`config.mk`:
```
export PLATFORM = sky130hd
export DESIGN_NAME = round_ctrl_flat
export DESIGN_NICKNAME = d
export VERILOG_FILES = /design/src/rtl/game_pkg.sv /design/src/rtl/round_ctrl_if.sv /design/src/rtl/btn_edge.sv /design/src/rtl/round_ctrl.sv /design/src/flat_wrapper.sv
export SDC_FILE = /design/constraint.sdc
export NUM_CORES = 1
export LEC_CHECK = 0
export ABC_AREA = 1
export BUFFER_PORTS_ARGS = -buffer_cell sky130_fd_sc_hd__buf_2
export CAP_MARGIN = 5
export CORE_MARGIN = 4
export CORE_UTILIZATION = 67
export CTS_BUF_LIST = sky130_fd_sc_hd__clkbuf_4 sky130_fd_sc_hd__clkbuf_8
export DETAILED_ROUTE_END_ITERATION = 16
export PLACE_DENSITY = 0.92
export SYNTH_ARGS = -nofsm -noshare
export SYNTH_HDL_FRONTEND = slang
export SYNTH_SLANG_ARGS = --single-unit
export TNS_END_PERCENT = 10
```
`constraint.sdc`:
```
create_clock -name clock -period 4.26 [get_ports clock]
set_clock_uncertainty 0.15 [all_clocks]
set_input_delay 0.426 -clock clock [delete_from_list [all_inputs] [get_ports clock]]
set_output_delay 0.426 -clock clock [all_outputs]
set_load 0.05 [all_outputs]
```
`src/rtl/game_pkg.sv`:
```
// Shared types and constants for the game-round sequencer.
package game_pkg;

    localparam int unsigned NUM_BUTTONS   = 4;
    localparam int unsigned AREA_NONE_MIN = 4;
    localparam int unsigned AREA_W        = 3;
    localparam int unsigned SCORE_W       = 8;
    localparam int unsigned MISS_W        = 4;
    localparam int unsigned SEC_W         = 8;
    localparam int unsigned REASON_W      = 2;

    typedef enum logic [1:0] {
        S_IDLE = 2'd0,
        S_ARM  = 2'd1,
        S_PLAY = 2'd2,
        S_DONE = 2'd3
    } state_t;

    typedef enum logic [REASON_W-1:0] {
        R_NONE = 2'd0,
        R_HITS = 2'd1,
        R_MISS = 2'd2,
        R_TIME = 2'd3
    } reason_t;

    // True when exactly one bit of the press vector is set.
    function automatic logic is_one_hot(input logic [NUM_BUTTONS-1:0] v);
        return (v != '0) && ((v & (v - NUM_BUTTONS'(1))) == '0);
    endfunction

endpackage

```
`src/rtl/round_ctrl_if.sv`:
```
// Player/board-facing signals of the round sequencer.
interface round_ctrl_if;
    import game_pkg::*;

    logic                   switch;
    logic [NUM_BUTTONS-1:0] button;
    logic [AREA_W-1:0]      area;
    logic                   finish;
    logic                   playing;
    logic [SCORE_W-1:0]     score;
    logic [MISS_W-1:0]      misses;
    logic [SEC_W-1:0]       sec_left;
    logic [REASON_W-1:0]    reason;

    // Board side: drives switch/buttons/area, observes round status.
    modport master (
        output switch, button, area,
        input  finish, playing, score, misses, sec_left, reason
    );

    // Sequencer side.
    modport slave (
        input  switch, button, area,
        output finish, playing, score, misses, sec_left, reason
    );

endinterface

```
`src/rtl/btn_edge.sv`:
```
// Button synchronizer and rising-edge detector; one press per button push.
module btn_edge
    import game_pkg::*;
(
    input  logic                   clock,
    input  logic                   reset,
    input  logic [NUM_BUTTONS-1:0] button_i,
    output logic [NUM_BUTTONS-1:0] press_c_o
);

    logic [NUM_BUTTONS-1:0] s1_q;
    logic [NUM_BUTTONS-1:0] s2_q;
    logic [NUM_BUTTONS-1:0] s3_q;

    // Two-flop synchronizer followed by a history flop for edge detection.
    always_ff @(posedge clock) begin
        if (reset) begin
            s1_q <= '0;
            s2_q <= '0;
            s3_q <= '0;
        end else begin
            s1_q <= button_i;
            s2_q <= s1_q;
            s3_q <= s2_q;
        end
    end

    assign press_c_o = s2_q & ~s3_q;

endmodule

```
`src/rtl/round_ctrl.sv`:
```
// Game-round sequencer: scores button presses against the lit area and
// ends the round on hit limit, miss limit or timeout.
module round_ctrl
    import game_pkg::*;
#(
    parameter int unsigned CLK_PER_SEC = 50000000,
    parameter int unsigned TIME_LIMIT  = 60,
    parameter int unsigned HIT_LIMIT   = 20,
    parameter int unsigned MISS_LIMIT  = 5
) (
    input  logic          clock,
    input  logic          reset,
    round_ctrl_if.slave   bus
);

    localparam int unsigned PW = (CLK_PER_SEC > 1) ? $clog2(CLK_PER_SEC) : 1;

    state_t             state_q;
    logic               finish_q;
    logic               playing_q;
    logic [SCORE_W-1:0] score_q;
    logic [MISS_W-1:0]  misses_q;
    logic [SEC_W-1:0]   sec_q;
    reason_t            reason_q;
    logic [PW-1:0]      presc_q;

    logic [SCORE_W-1:0] score_d;
    logic [MISS_W-1:0]  misses_d;
    logic [SEC_W-1:0]   sec_d;
    logic [PW-1:0]      presc_d;
    reason_t            end_reason_c;
    logic               hit_c;
    logic               miss_c;
    logic               tick_c;

    logic [NUM_BUTTONS-1:0] press_c;

    btn_edge u_btn_edge (
        .clock     (clock),
        .reset     (reset),
        .button_i  (bus.button),
        .press_c_o (press_c)
    );

    // Candidate counter updates for a PLAY cycle and the resulting end cause.
    always_comb begin
        hit_c        = 1'b0;
        miss_c       = 1'b0;
        score_d      = score_q;
        misses_d     = misses_q;
        sec_d        = sec_q;
        presc_d      = presc_q + PW'(1);
        tick_c       = (presc_q == PW'(CLK_PER_SEC - 1));
        end_reason_c = R_NONE;

        if (press_c != '0) begin
            if (is_one_hot(press_c) && (bus.area < AREA_W'(AREA_NONE_MIN))
                && press_c[bus.area[1:0]]) begin
                hit_c = 1'b1;
            end else begin
                miss_c = 1'b1;
            end
        end

        if (hit_c && (score_q < SCORE_W'(HIT_LIMIT))) begin
            score_d = score_q + SCORE_W'(1);
        end
        if (miss_c && (misses_q < MISS_W'(MISS_LIMIT))) begin
            misses_d = misses_q + MISS_W'(1);
        end

        if (tick_c) begin
            presc_d = '0;
            if (sec_q != '0) begin
                sec_d = sec_q - SEC_W'(1);
            end
        end

        if (score_d == SCORE_W'(HIT_LIMIT)) begin
            end_reason_c = R_HITS;
        end else if (misses_d == MISS_W'(MISS_LIMIT)) begin
            end_reason_c = R_MISS;
        end else if (sec_d == '0) begin
            end_reason_c = R_TIME;
        end
    end

    // Round FSM with registered status outputs.
    always_ff @(posedge clock) begin
        if (reset) begin
            state_q   <= S_IDLE;
            finish_q  <= 1'b0;
            playing_q <= 1'b0;
            score_q   <= '0;
            misses_q  <= '0;
            sec_q     <= SEC_W'(TIME_LIMIT);
            reason_q  <= R_NONE;
            presc_q   <= '0;
        end else begin
            case (state_q)
                S_IDLE: begin
                    if (bus.switch) begin
                        state_q <= S_ARM;
                    end
                end
                S_ARM: begin
                    score_q  <= '0;
                    misses_q <= '0;
                    reason_q <= R_NONE;
                    presc_q  <= '0;
                    sec_q    <= SEC_W'(TIME_LIMIT);
                    if (bus.switch) begin
                        state_q   <= S_PLAY;
                        playing_q <= 1'b1;
                    end else begin
                        state_q <= S_IDLE;
                    end
                end
                S_PLAY: begin
                    if (!bus.switch) begin
                        state_q   <= S_IDLE;
                        playing_q <= 1'b0;
                    end else begin
                        score_q  <= score_d;
                        misses_q <= misses_d;
                        sec_q    <= sec_d;
                        presc_q  <= presc_d;
                        if (end_reason_c != R_NONE) begin
                            reason_q  <= end_reason_c;
                            state_q   <= S_DONE;
                            finish_q  <= 1'b1;
                            playing_q <= 1'b0;
                        end
                    end
                end
                S_DONE: begin
                    if (!bus.switch) begin
                        state_q  <= S_IDLE;
                        finish_q <= 1'b0;
                    end
                end
                default: begin
                    state_q   <= S_IDLE;
                    finish_q  <= 1'b0;
                    playing_q <= 1'b0;
                end
            endcase
        end
    end

    assign bus.finish   = finish_q;
    assign bus.playing  = playing_q;
    assign bus.score    = score_q;
    assign bus.misses   = misses_q;
    assign bus.sec_left = sec_q;
    assign bus.reason   = reason_q;

endmodule

```
`src/flat_wrapper.sv`:
```
// flat-port wrapper written by rule: the top's interface ports become plain ports
module round_ctrl_flat import game_pkg::*;
#(
    parameter int unsigned CLK_PER_SEC = 50000000,
    parameter int unsigned TIME_LIMIT  = 60,
    parameter int unsigned HIT_LIMIT   = 20,
    parameter int unsigned MISS_LIMIT  = 5
)
  (clock, reset, bus_switch, bus_button, bus_area, bus_finish, bus_playing, bus_score, bus_misses, bus_sec_left, bus_reason);
  round_ctrl_if bus_i ();
  input  logic clock;
  input  logic reset;
  input wire logic [$bits(bus_i.switch)-1:0] bus_switch;
  input wire logic [$bits(bus_i.button)-1:0] bus_button;
  input wire logic [$bits(bus_i.area)-1:0] bus_area;
  output wire logic [$bits(bus_i.finish)-1:0] bus_finish;
  output wire logic [$bits(bus_i.playing)-1:0] bus_playing;
  output wire logic [$bits(bus_i.score)-1:0] bus_score;
  output wire logic [$bits(bus_i.misses)-1:0] bus_misses;
  output wire logic [$bits(bus_i.sec_left)-1:0] bus_sec_left;
  output wire logic [$bits(bus_i.reason)-1:0] bus_reason;
  assign bus_i.switch = bus_switch;
  assign bus_i.button = bus_button;
  assign bus_i.area = bus_area;
  assign bus_finish = bus_i.finish;
  assign bus_playing = bus_i.playing;
  assign bus_score = bus_i.score;
  assign bus_misses = bus_i.misses;
  assign bus_sec_left = bus_i.sec_left;
  assign bus_reason = bus_i.reason;
  round_ctrl #(.CLK_PER_SEC(CLK_PER_SEC), .TIME_LIMIT(TIME_LIMIT), .HIT_LIMIT(HIT_LIMIT), .MISS_LIMIT(MISS_LIMIT)) u_core (.clock(clock), .reset(reset), .bus(bus_i));
endmodule
```
==> flow_metrics.tcl <==
set metrics [dict create \
    dr_total_vias 3894 \
    antenna_found_initial 0 \
    groute.usage.overall_pct 27.3 \
    routed_wl_um 9100 \
    cts_resized 0 \
    switchingPower_uw 539 \
    hp-start "bus_button[1]" \
    min_to "u_core.u_btn_edge.s1_q[1]" \
    post_cts_buffers 0 \
    r2r_start "u_core.state_q[0]" \
    n_fill_cell 387 \
    cp-start-kind "flip-flop" \
    syn_area_mm2 0.00375 \
    worst-path-max-fanout 28 \
    gp_congestion 0.897 \
    dieArea_mm2 0.00687 \
    end_kind "flip-flop" \
    r2r_cells 13 \
    reg2reg_slack_ns 1.55 \
    drtIter0Drc 348 \
    initial_core_util_pct 71.2 \
    clockBufferDepth 2 \
    seq_area_mm2 0.00128 \
    synth-seq-cells 64 \
    setup_ws_ns 1.55 \
    min_path_cells 3 \
    drive_gt1_share_pct 15.2 \
    p_leak_uw 0.00190 \
    grt_max_degree 44 \
    postSynthCellCount 586 \
    die_height_um 82.9 \
    pre_cts_slack_ns 1.59 \
    cp.arrival_ns 2.75 \
    rsz0062_at_grt "false" \
    post_drt_wl_per_cell_um 13.1 \
    core_area_mm2 0.00527 \
    tightest_slew_ns 0.796 \
    switching_share_pct 35.5 \
    hp-class "in2reg" \
    clkLatencyLatePin_ns 0.35 \
    final_cell_mix "nand2_1, nor2_1, inv_1, dfxtp_1, a21oi_1" \
    placementRows 26 \
    clkTransAtPathRegs_ns 0.07 \
    nNetsFinal 640 \
    intPower_uw 978 \
    n_antenna_cell 0 \
    hpwl_um 6610 \
    die_x_um 82.9 \
    finalCritPeriodShare_pct 63.7 \
    power_uw 1520 \
    yosysWarnings 0 \
    cts_tree "yes" \
    vdd.ir_drop.worst_mv 0.314 \
    ios 34 \
    final_hold_viol_count 0 \
    status "completed" \
    max_slew_margin_pct 46.9 \
    pwr-share-clk_pct 32.7 \
    cp.required_ns 4.30 \
    synth_area_per_cell_um2 6.41 \
    drtPass1Iterations 5 \
    io_buffers 33 \
    seq_power_share_pct 42.0 \
    grt_overflow 0 \
    fmax_ghz 0.369 \
    p_per_area_mw_per_mm2 364 \
    first_global_vias 3757 \
    grt_pass1_wl_um 15800 \
    syn_nets 606 \
    setup_tns_ns 0 \
    cts_buffers 9 \
    drv_cap 0 \
    numClockSinks 64 \
    final_common_cell "nand2_1" \
    syn_to_final_growth_pct 10.9 \
    setup_viol 0 \
    slew_viol_final 0 \
    htreeDepth 3 \
    comb_power_share_pct 25.2 \
    ys_types 38 \
    drt-vias-per-instance 5.60 \
    holdBufCountCts 0 \
    ant_nets 0 \
    crit_type "reg2reg" \
    root_buffer "clkbuf_8" \
    ys_seq_area_share_pct 34.1 \
    rr_endpoint "u_core.presc_q[13]" \
    drc 0 \
    fin_crit_ns 2.71 \
    multi_input_area_mm2 0.00211 \
]
-- worst max path at each step --
stage                                start                 end  slack (ns)  cells after the start
floorplan           u_core.bus.sec_left[0]   u_core.bus.finish        1.84                     18
global placement         u_core.state_q[0]  u_core.presc_q[13]        1.72                     13
detailed placement       u_core.state_q[0]  u_core.presc_q[13]        1.59                     13
CTS                      u_core.state_q[0]  u_core.presc_q[13]        1.57                     13
global route             u_core.state_q[0]  u_core.presc_q[13]        1.28                     13
finish                   u_core.state_q[0]  u_core.presc_q[13]        1.55                     13
-- synthesized netlist by cell type, drive strengths merged --
cell	number	share of area (%)
clkbuf	8	0.83
nor2	88	11
nand3b	2	0.73
a31oi	2	0.33
xor2	5	1.2
a211oi	7	1.4
inv	85	8.5
nand2	168	17
o21a	4	0.80
nor4	1	0.17
o21ai	20	2.7
and3	1	0.17
or2	2	0.33
nand4	11	1.8
dfxtp	64	34
nor3b	2	0.40
ha	10	3.3
o211ai	1	0.20
xnor2	1	0.23
buf	3	0.33
nand3	40	5.7
o22ai	3	0.50
a21o	1	0.20
a21oi	41	5.5
a21boi	1	0.20
nor3	15	2.3
-- flip-flops by register name, indices dropped and copies added, names as in the netlist, 2 cells and up --
| register | flops |
|---|---|
| u_core.bus.misses | 4 |
| u_core.presc_q | 26 |
| u_core.bus.reason | 2 |
| u_core.u_btn_edge.s1_q | 4 |
| u_core.bus.score | 8 |
| u_core.bus.sec_left | 8 |
| u_core.state_q | 2 |
| u_core.u_btn_edge.s3_q | 4 |
| u_core.u_btn_edge.s2_q | 4 |
-- per-layer routing --
metal  track usage, %  vias to the layer above  part of all wire, %
met4             12.8                        0                  1.9
met1             32.0                     1762                   42
met3             6.53                       20                  6.6
met2             46.6                      180                   49
li1                 -                     1932                    -
met5                0                        -                    0
-- metrics by stage --
stage | area, um^2 | utilization (%) | hold WS [ns] | instances
final | 4160 | 79.0 | 0.127 | 695
after CTS | 4160 | 79.0 | 0.120 | 695
after detailed placement | 3970 | 75.4 | 0.253 | 679
after global placement | 3970 | 75.4 | 0.240 | 679
after global routing | 4160 | 79.0 | 0.122 | 695
after floorplan | 3750 | - | 0.238 | 586
-- power by group through the flow --
stage	Clock (uW)	Sequential (uW)	Combinational, uW
final	497	637	383
after global routing	534	640	426
after CTS	499	637	377
after detailed placement	0	651	375
after global placement	0	649	364
after floorplan	0	692	246
-- worst max-delay path, cell delays in order, from the launching register on --
cell and delay (ns):
dfxtp_1 0.37, inv_1 0.09, ha_1 0.31, inv_2 0.15, nor2_1 0.07, inv_2 0.07
nand2_1 0.05, buf_4 0.23, inv_2 0.29, nand3_1 0.19, nor3b_1 0.30, nand2_1 0.09
nand2_1 0.11, a211oi_1 0.09
-- logic make-up (layout without fill, tap and decap cells) --
family	Yosys count	in the layout	share of synthesized area [%]
compound gates	80	80	11.8
xor+xnor	6	6	1.40
fa+ha+maj	10	10	3.33
buf+inv	96	135	9.66
flops	64	64	34.1
simple gates	330	330	39.7
-- final cells by class --
cell class              instances  share of cell area [%]
flip-flops and latches         64                    30.8
well taps                      70                    2.10
multi-input cells             426                    50.7
inverters                      85                    7.66
clock buffers                  12                    3.97
repair buffers                 34                    4.15
clock inverters                 4                   0.661
Power figures use the tool's default switching activity.
